[src/rtl/reward_timer_pkg.sv]
// reward_timer_pkg
// Shared definitions for the reward timer and the item-information renderer:
// item-type encodings, the default reward lifetime, the timer FSM state
// encoding and the display colours used for each reward.
package reward_timer_pkg;

    typedef enum logic [1:0] {
        ITEM_INVINCIBLE = 2'd0,
        ITEM_FROZEN     = 2'd1,
        ITEM_FASTER     = 2'd2,
        ITEM_LASER      = 2'd3
    } item_e;

    localparam int DURATION_DEFAULT = 30;
    localparam int ITEM_CNT_W       = 10;

    typedef enum logic {
        ST_IDLE   = 1'b0,
        ST_ACTIVE = 1'b1
    } state_e;

    // 12-bit RGB colours shared with the item-information renderer
    localparam logic [11:0] COLOR_INVINCIBLE = 12'hFF0;
    localparam logic [11:0] COLOR_FROZEN     = 12'h0FF;
    localparam logic [11:0] COLOR_FASTER     = 12'h0F0;
    localparam logic [11:0] COLOR_LASER      = 12'hF00;
    localparam logic [11:0] COLOR_BAR_BG     = 12'h333;

    // Flag vector order: [0]=invincible [1]=frozen [2]=faster [3]=laser
    function automatic logic [3:0] item_onehot(input item_e t);
        return 4'b0001 << t;
    endfunction

endpackage

[src/rtl/reward_timer_sec_tick_gen.sv]
// sec_tick_gen
// One-second prescaler. Counts 0..TICK_DIV-1 and flags tick in the cycle
// whose edge wraps the count back to 0.
// Ports:
//   clk   - system clock (rising edge)
//   rst_n - asynchronous active-low reset
//   clear - force the count to 0 on the next edge (wins over hold)
//   hold  - freeze the count; no tick while held
//   tick  - high in the wrap cycle
module sec_tick_gen #(
    parameter int TICK_DIV = 100_000_000
) (
    input  logic clk,
    input  logic rst_n,
    input  logic clear,
    input  logic hold,
    output logic tick
);

    localparam int CNT_W = (TICK_DIV > 1) ? $clog2(TICK_DIV) : 1;
    localparam logic [CNT_W-1:0] LAST = CNT_W'(TICK_DIV - 1);

    logic [CNT_W-1:0] cnt_q, cnt_d;
    logic             wrap;

    assign wrap = (cnt_q == LAST);
    assign tick = !clear && !hold && wrap;

    always_comb begin
        cnt_d = cnt_q;
        if (clear) begin
            cnt_d = '0;
        end else if (!hold) begin
            cnt_d = wrap ? '0 : cnt_q + CNT_W'(1);
        end
    end

    always_ff @(posedge clk or negedge rst_n) begin
        if (!rst_n) begin
            cnt_q <= '0;
        end else begin
            cnt_q <= cnt_d;
        end
    end

endmodule

[src/rtl/reward_timer.sv]
// reward_timer
// Tracks the active power-up reward: which item is held, how many seconds
// have elapsed, and a one-cycle pulse when the reward times out.
// Ports:
//   clk, rst_n                 - clock, asynchronous active-low reset
//   enable_reward              - feature enable; low forces idle
//   pause                      - freeze timer, flags and item_cnt
//   pickup_valid, pickup_type  - one-cycle pickup pulse and item type
//   item_cnt                   - seconds elapsed in current reward
//   item_invincible/frozen/faster/laser - registered one-hot reward flags
//   item_expire                - one-cycle timeout pulse
module reward_timer
    import reward_timer_pkg::*;
#(
    parameter int TICK_DIV = 100_000_000,
    parameter int DURATION = DURATION_DEFAULT
) (
    input  logic                  clk,
    input  logic                  rst_n,
    input  logic                  enable_reward,
    input  logic                  pause,
    input  logic                  pickup_valid,
    input  logic [1:0]            pickup_type,
    output logic [ITEM_CNT_W-1:0] item_cnt,
    output logic                  item_invincible,
    output logic                  item_frozen,
    output logic                  item_faster,
    output logic                  item_laser,
    output logic                  item_expire
);

    localparam logic [ITEM_CNT_W-1:0] CNT_LAST = ITEM_CNT_W'(DURATION - 1);

    state_e                state_q, state_d;
    logic [3:0]            flags_q, flags_d;
    logic [ITEM_CNT_W-1:0] cnt_q, cnt_d;
    logic                  expire_q, expire_d;

    logic accept;
    logic presc_clear;
    logic sec_tick;

    assign accept = enable_reward && pickup_valid;

    // Prescaler sits at 0 whenever idle, disabled, or restarting on a pickup
    assign presc_clear = !enable_reward || accept || (state_q == ST_IDLE);

    sec_tick_gen #(
        .TICK_DIV (TICK_DIV)
    ) u_sec_tick_gen (
        .clk   (clk),
        .rst_n (rst_n),
        .clear (presc_clear),
        .hold  (pause),
        .tick  (sec_tick)
    );

    // Priority: disable > pickup > tick
    always_comb begin
        state_d  = state_q;
        flags_d  = flags_q;
        cnt_d    = cnt_q;
        expire_d = 1'b0;
        if (!enable_reward) begin
            state_d = ST_IDLE;
            flags_d = '0;
            cnt_d   = '0;
        end else if (accept) begin
            state_d = ST_ACTIVE;
            flags_d = item_onehot(item_e'(pickup_type));
            cnt_d   = '0;
        end else if (state_q == ST_ACTIVE && sec_tick) begin
            if (cnt_q == CNT_LAST) begin
                state_d  = ST_IDLE;
                flags_d  = '0;
                cnt_d    = '0;
                expire_d = 1'b1;
            end else begin
                cnt_d = cnt_q + ITEM_CNT_W'(1);
            end
        end
    end

    always_ff @(posedge clk or negedge rst_n) begin
        if (!rst_n) begin
            state_q  <= ST_IDLE;
            flags_q  <= '0;
            cnt_q    <= '0;
            expire_q <= 1'b0;
        end else begin
            state_q  <= state_d;
            flags_q  <= flags_d;
            cnt_q    <= cnt_d;
            expire_q <= expire_d;
        end
    end

    assign item_cnt        = cnt_q;
    assign item_invincible = flags_q[0];
    assign item_frozen     = flags_q[1];
    assign item_faster     = flags_q[2];
    assign item_laser      = flags_q[3];
    assign item_expire     = expire_q;

endmodule

[config.mk]
export PLATFORM = sky130hd
export DESIGN_NAME = reward_timer
export DESIGN_NICKNAME = d
export VERILOG_FILES = /design/src/rtl/reward_timer_pkg.sv /design/src/rtl/reward_timer_sec_tick_gen.sv /design/src/rtl/reward_timer.sv
export SDC_FILE = /design/constraint.sdc
export NUM_CORES = 1
export LEC_CHECK = 0
export ABC_CLOCK_PERIOD_IN_PS = 2400
export CAP_MARGIN = 20
export CORE_MARGIN = 3
export CORE_UTILIZATION = 45
export DETAILED_ROUTE_END_ITERATION = 16
export PLACE_DENSITY = 0.67
export SLEW_MARGIN = 30
export SYNTH_ARGS = -nofsm -noshare
export SYNTH_HDL_FRONTEND = slang
export SYNTH_HIERARCHICAL = 1
export SYNTH_SLANG_ARGS = --single-unit
[constraint.sdc]
create_clock -name clk -period 2.4 [get_ports clk]
set_input_delay 0.36 -clock clk [delete_from_list [all_inputs] [get_ports clk]]
set_output_delay 0.36 -clock clk [all_outputs]
set_load 0.005 [all_outputs]
==> results.ini <==
[outcome]
outcome=completed

[yosys]
async_reset_ff_share_pct=100
yosysWarnings=6
synth_area_um2=2490
yosysSeqAreaShare_pct=43.2
syn_inst=278
ys_ff_latch=43
synth-edff-count=0
syn_area_per_cell_um2=8.95
synth_nets=288
ys.flop_type=dfrtp_1
synth_cell_type_count=50

[setup_path]
crit_fanout=3
path_cells=or4b_4 > nor4_4 > nand4b_1 > nor2_2 > and2_4 > o21ai_1 > or3_1 > a21oi_1
critPathArrivalTime_ns=2.58
cp-start-kind=flip-flop
worst_path_max_delay_cell=or4b_4
worst-path-buf-inv=0
crit_required_ns=2.62
criticalPathCategory=flip-flop to flip-flop
critPathCaptureType=flip-flop
critical-path-max-stage-delay_ns=0.55
cp_top_family=simple AND/OR/NAND/NOR gates

[cells_and_area]
layout.cells.non_filler=392
syn2layout_area_growth_pct=23.3
drive_above_1_share_pct=17.4
nNetsFinal=332
num_antenna_cells=0

[clocking]
h-tree-depth=2
cts_tree=done
cts_buffer_depth=2
worstSkewPairLatency_ns=0.30
clkSinkCount=43
cts_root_buf=clkbuf_8
numCtsBuffers=5
clkTransAtPathRegs_ns=0.08

[timing]
slew_violations=0
maxSlewHeadroom_pct=66.6
worstMarginPinSlew_ns=0.498
grt_setup_unrepaired=yes
finClkSkew_ns=0.00794
hold_viol=0
fin_crit_sh_pct=98.3
fin_setup_tns_ns=0
setup_viol=0
timing.final.crit_period_ns=2.36
fmax_mhz=424

[floorplanning]
coreArea_um2=5240
dieArea_um2=6460
die_w_um=80.4
ioPinCount=22
fp-row-count=26
die_h_um=80.4
initial_core_util_pct=47.5

[place]
dp_hpwl_um=4240
place_congestion=0.903
io_buffers=21
dp_cells=380

[detailed_routing]
via_per_inst=5.95
remaining_drc_errors=0
via_count=2334
postRouteAntennaNets=0
finalWirelength_um=5970
first_iter_violations=115
drtPass1Iterations=5
wl_per_cell_um=15.2

[global_routing]
grt_overflow_total=0
grt_usage_pct=20.3
grt_pass1_vias=2208
gr-usage-met2_pct=35.4
met3_usage_pct=3.48
grt_pass1_wl_um=10400
grt_max_degree=29
top_usage_layer=met2
grt_antenna_before_repair=0
grt_use_met1_pct=25.4

[power]
p_per_area_nw_per_um2=417
ir_drop_mv=0.250
leakagePower_nw=1.17

[flow_run]
cap_viol_max_count=0

[min_path]
min_path_type=input pin to asynchronous set/reset pin

-- per-layer routing --
metal | vias to the layer above | share of wire, %
met4 | 0 | 1.2
met2 | 67 | 49
met3 | 7 | 4.6
met5 | - | 0
met1 | 1137 | 45
li1 | 1123 | -
-- Yosys cell counts, drive strengths merged (3+ instances only) --
library cell	instances	area, um2
a21oi	15	75.1
a31oi	22	144
a41oi	7	61.3
and2	3	18.8
and3	3	18.8
and4	3	26.3
buf	7	61.3
clkbuf	10	37.5
dfrtp	43	1080
ha	3	37.5
inv	7	26.3
nand2	35	131
nand3	19	100
nand4	11	68.8
nor2	19	71.3
nor3	8	40.0
nor4	8	71.3
o21ai	10	53.8
or2b	4	30.0
or3	5	31.3
xor2	6	52.6
-- flip-flops by register name, indices dropped and copies added (netlist names) --
signal                count
state_q                   1
flags_q                   4
item_cnt                 10
item_expire               1
u_sec_tick_gen/cnt_q     27
-- worst register-to-register path: stages, from the launching register on --
cell      delay, ns
dfrtp_1        0.40
or4b_4         0.55
nor4_4         0.26
nand4b_1       0.17
nor2_2         0.20
and2_4         0.17
o21ai_1        0.06
or3_1          0.32
a21oi_1        0.15
-- placed cells by master (no fill, tap or decap), drive strengths merged, types with 2 or more instances in the layout --
cell	instances
dfrtp	43
nand2	35
buf	33
a31oi	22
clkdlybuf4s50	20
nand3	19
nor2	19
a21oi	15
nand4	11
o21ai	10
nor3	8
nor4	8
inv	7
a41oi	7
xor2	6
clkbuf	6
or3	5
or2b	4
and4	3
ha	3
and3	3
and2	3
nor2b	2
nand2b	2
o2111ai	2
o211ai	2
xnor2	2
o22ai	2
o32ai	2
or2	2
nand4b	2
-- where the power goes --
group	switching (mW)	internal, mW
clock network	0.245	0.226
logic	0.0440	0.0334
registers	0.00281	0.728
total	0.292	0.987
-- layout make-up --
class / instances / area (um2)
well taps: 70 / 87.6
multi-input cells: 211 / 1320
inverters: 7 / 26.3
fillers: 466 / 2170
clock inverters: 1 / 5.00
flip-flops and latches: 43 / 1080
repair buffers: 54 / 475
clock buffers: 6 / 82.6
-- logic make-up (layout without fill, tap and decap cells) --
group                    count (synthesis)  count (layout)  share of synthesized area [%]
flip-flops                              43              43                           43.2
AND/OR/NAND/NOR                        131             131                           28.8
AO/OA/AOI/OAI                           68              68                           18.2
adder cells (fa/ha/maj)                  3               3                           1.51
multiplexers                             1               1                          0.452
XOR/XNOR                                 8               8                           2.82
buffers and inverters                   24              68                           5.03
-- path summary, 6_finish.rpt --
path	from	to	slack [ns]	cells after the start
worst min-delay path	rst_n	flags_q[3]	0.37	2
min in group clk	flags_q[0]	flags_q[0]	0.52	2
worst min register to register	flags_q[0]	flags_q[0]	0.52	2
worst max-delay path	u_sec_tick_gen/cnt_q[17]	item_cnt[8]	0.04	8
worst max register to register	u_sec_tick_gen/cnt_q[17]	item_cnt[8]	0.04	8
max in group asynchronous	rst_n	u_sec_tick_gen/cnt_q[22]	1.57	3
-- stage by stage --
step / setup slack (ns) / instance area, um2 / utilization [%] / hold WS (ns) / power, mW
floorplan: 0.0251 / 2500 / - / 0.0644 / 0.775
global placement: -0.00789 / 2910 / 55.6 / 0.150 / 0.821
detailed placement: -0.0370 / 2910 / 55.6 / 0.150 / 0.821
CTS: 0.0313 / 3010 / 57.5 / 0.358 / 1.30
global route: -0.0568 / 3070 / 58.6 / 0.382 / 1.34
finish: 0.0399 / 3070 / 58.6 / 0.367 / 1.28
-- what timing repair did --
item	CTS	global route
hold buffers	1	0
endpoints found under the setup margin	0	9
resized for setup	0	6
endpoints found under the hold margin	1	0
buffers inserted	0	4
Note: power is estimated with default switching activity, not from simulation.
==> variant, RTL diff (config.mk and constraints unchanged) <==
One comparison of `cnt_q` changes from == to >=.
--- a/src/rtl/reward_timer.sv
+++ b/src/rtl/reward_timer.sv
@@ -70,7 +70,7 @@
             flags_d = item_onehot(item_e'(pickup_type));
             cnt_d   = '0;
         end else if (state_q == ST_ACTIVE && sec_tick) begin
-            if (cnt_q == CNT_LAST) begin
+            if (cnt_q >= CNT_LAST) begin
                 state_d  = ST_IDLE;
                 flags_d  = '0;
                 cnt_d    = '0;
Function: same outputs for any inputs over 10 cycles, from zero or initial values and one cycle with rst_n low; that may be too few to reach the edited logic, so the function may still have changed.
==> variant against the original RTL <==
  * Cell area decreased by 3.7%
  * Power grew 15%
  * Sequential share of layout area increased by 1.4 points
  * First-iteration DRC count rose by 28%
  * Sequential cell count unchanged
  * Clock power rose by 41%
  * Synthesized area down 2.0%
  * Routed wire length increased by 1.0%
  * Clock skew increased by 5.1 ps
  * Worst setup slack improved by 100 ps
  * Critical path type unchanged
==> variant: results (changes against the original RTL) <==
routed vias - 2214 (was 2334)
Starting DRT DRC Count - 147 (was 115)
top cells by area, synth - dfrtp_1 44%, a31oi_1 5.6%, nand2_1 5.2%, nand3_1 4.1%, a21oi_1 3.3% (was dfrtp_1 43%, a31oi_1 5.3%, nand2_1 5.3%, nand3_1 3.6%, a21oi_1 3.0%)
r2r startpoint - u_sec_tick_gen/cnt_q[1]$_DFFE_PN0P_ (was u_sec_tick_gen/cnt_q[17]$_DFFE_PN0P_)
Fin Hold WS - 486 ps (was 367 ps)
post-synth cell types - 45 (was 50)
share of cells above drive strength 1 - 15.1% (was 17.4%)
largest net degree at the start of global routing - 23 (was 29)
post-DP HPWL - 4370 µm (was 4240 µm)
gr usage total - 20.3% (about the same)
post-place setup slack - 19.6 ps (was -37.0 ps)
Synth top cells by count - 43 x dfrtp_1, 34 x nand2_1, 22 x a31oi_1 (was 43 x dfrtp_1, 35 x nand2_1, 21 x a31oi_1)
register clock-pin slew on the reported worst setup and hold paths - 90 ps
status - finished clean (unchanged)
vias in the first global route - 2089 (was 2208)
DRT Pass-1 Iters - 4 (was 5)
register area share after synthesis - 44.1% (was 43.2%)
reg2reg setup slack - 140 ps (was 40 ps)
static leakage - 1.15 nW (was 1.17 nW)
Peak VDD IR - 0.000266 V (was 0.000250 V)
Final Skew - 13.1 ps (was 7.94 ps)
routability cong. - 0.931 (was 0.903)
maximum fanout along the worst path - 21 (was 3)
first-pass GRT wire length - 10100 µm (was 10400 µm)
syn nets - 282 (was 288)
final wirelength - 6030 µm (was 5970 µm)
nets - 314 (was 332)
number of flip-flops in the largest register - 27 (unchanged)
FF-to-FF End - u_sec_tick_gen/cnt_q[20]$_DFFE_PN0P_ (was item_cnt[8]$_DFFE_PN0P_)
variant: where the power goes:
part	internal [W]	switching [W]	leakage [nW]
logic	0.0000286	0.0000425	0.490
clock network	0.000416	0.000248	0.0654
registers	0.000728	0.00000331	0.598
total	0.00117	0.000294	1.15
variant: per-layer routing:
metal  wire [µm]  part of all wire, %  global-route usage (%)
met2        2760                   46                    31.1
met1        2900                   48                    29.3
met4          69                  1.1                    6.70
met3         309                  5.1                    3.05
met5           0                    0                       0
variant: how the worst max path moves through the flow:
stage                     cells past startpoint                            startpoint                                   end  slack [ps]
after floorplan                               9   u_sec_tick_gen/cnt_q[8]$_DFFE_PN0P_                flags_q[1]$_DFFE_PN0P_          90
after global placement                        8                         enable_reward   u_sec_tick_gen/cnt_q[2]$_DFFE_PN0P_          70
after detailed placement                      8                         enable_reward   u_sec_tick_gen/cnt_q[7]$_DFFE_PN0P_          20
after CTS                                     8  u_sec_tick_gen/cnt_q[17]$_DFFE_PN0P_               item_cnt[5]$_DFFE_PN0P_          60
after global routing                          8  u_sec_tick_gen/cnt_q[17]$_DFFE_PN0P_               item_cnt[5]$_DFFE_PN0P_          20
final                                         8   u_sec_tick_gen/cnt_q[1]$_DFFE_PN0P_  u_sec_tick_gen/cnt_q[20]$_DFFE_PN0P_         140
variant: worst max-delay path: stages, from the launching register on:
cell and delay (ps):
dfrtp_1 420, ha_1 200, nand4_1 170, buf_4 200
nor4_2 320, a31oi_2 160, buf_4 240, and3_1 180
a221o_1 260
variant: cell families after synthesis:
group	Yosys count	synth area share [%]
fa+ha+maj	4	2.05
xor+xnor	5	1.80
mux	1	0.462
buf+inv	22	4.36
compound gates	68	18.6
flops	43	44.1
simple gates	128	28.6
variant: per-stage QoR:
stage,power [W],std cells,area (µm²)
floorplan,0.000771,271,2440
global placement,0.000814,365,2790
detailed placement,0.000816,365,2790
CTS,0.00148,374,2930
global route,0.00151,374,2960
finish,0.00147,374,2960
variant: repair_timing:
| action | 4_1_cts | 5_1_grt |
|---|---|---|
| hold buffers | 1 | 0 |
| endpoints found under the setup margin | 0 | 13 |
| gates resized for setup | 0 | 7 |
| hold endpoints to repair | 13 | 0 |
variant: area by class of cell:
type | count | area (µm²)
Inverter | 6 | 22.5
Tap cell | 70 | 87.6
Multi-Input combinational cell | 206 | 1280
Fill cell | 434 | 2220
Clock inverter | 2 | 60.1
Clock buffer | 6 | 72.6
Sequential cell | 43 | 1080
Timing Repair Buffer | 41 | 358
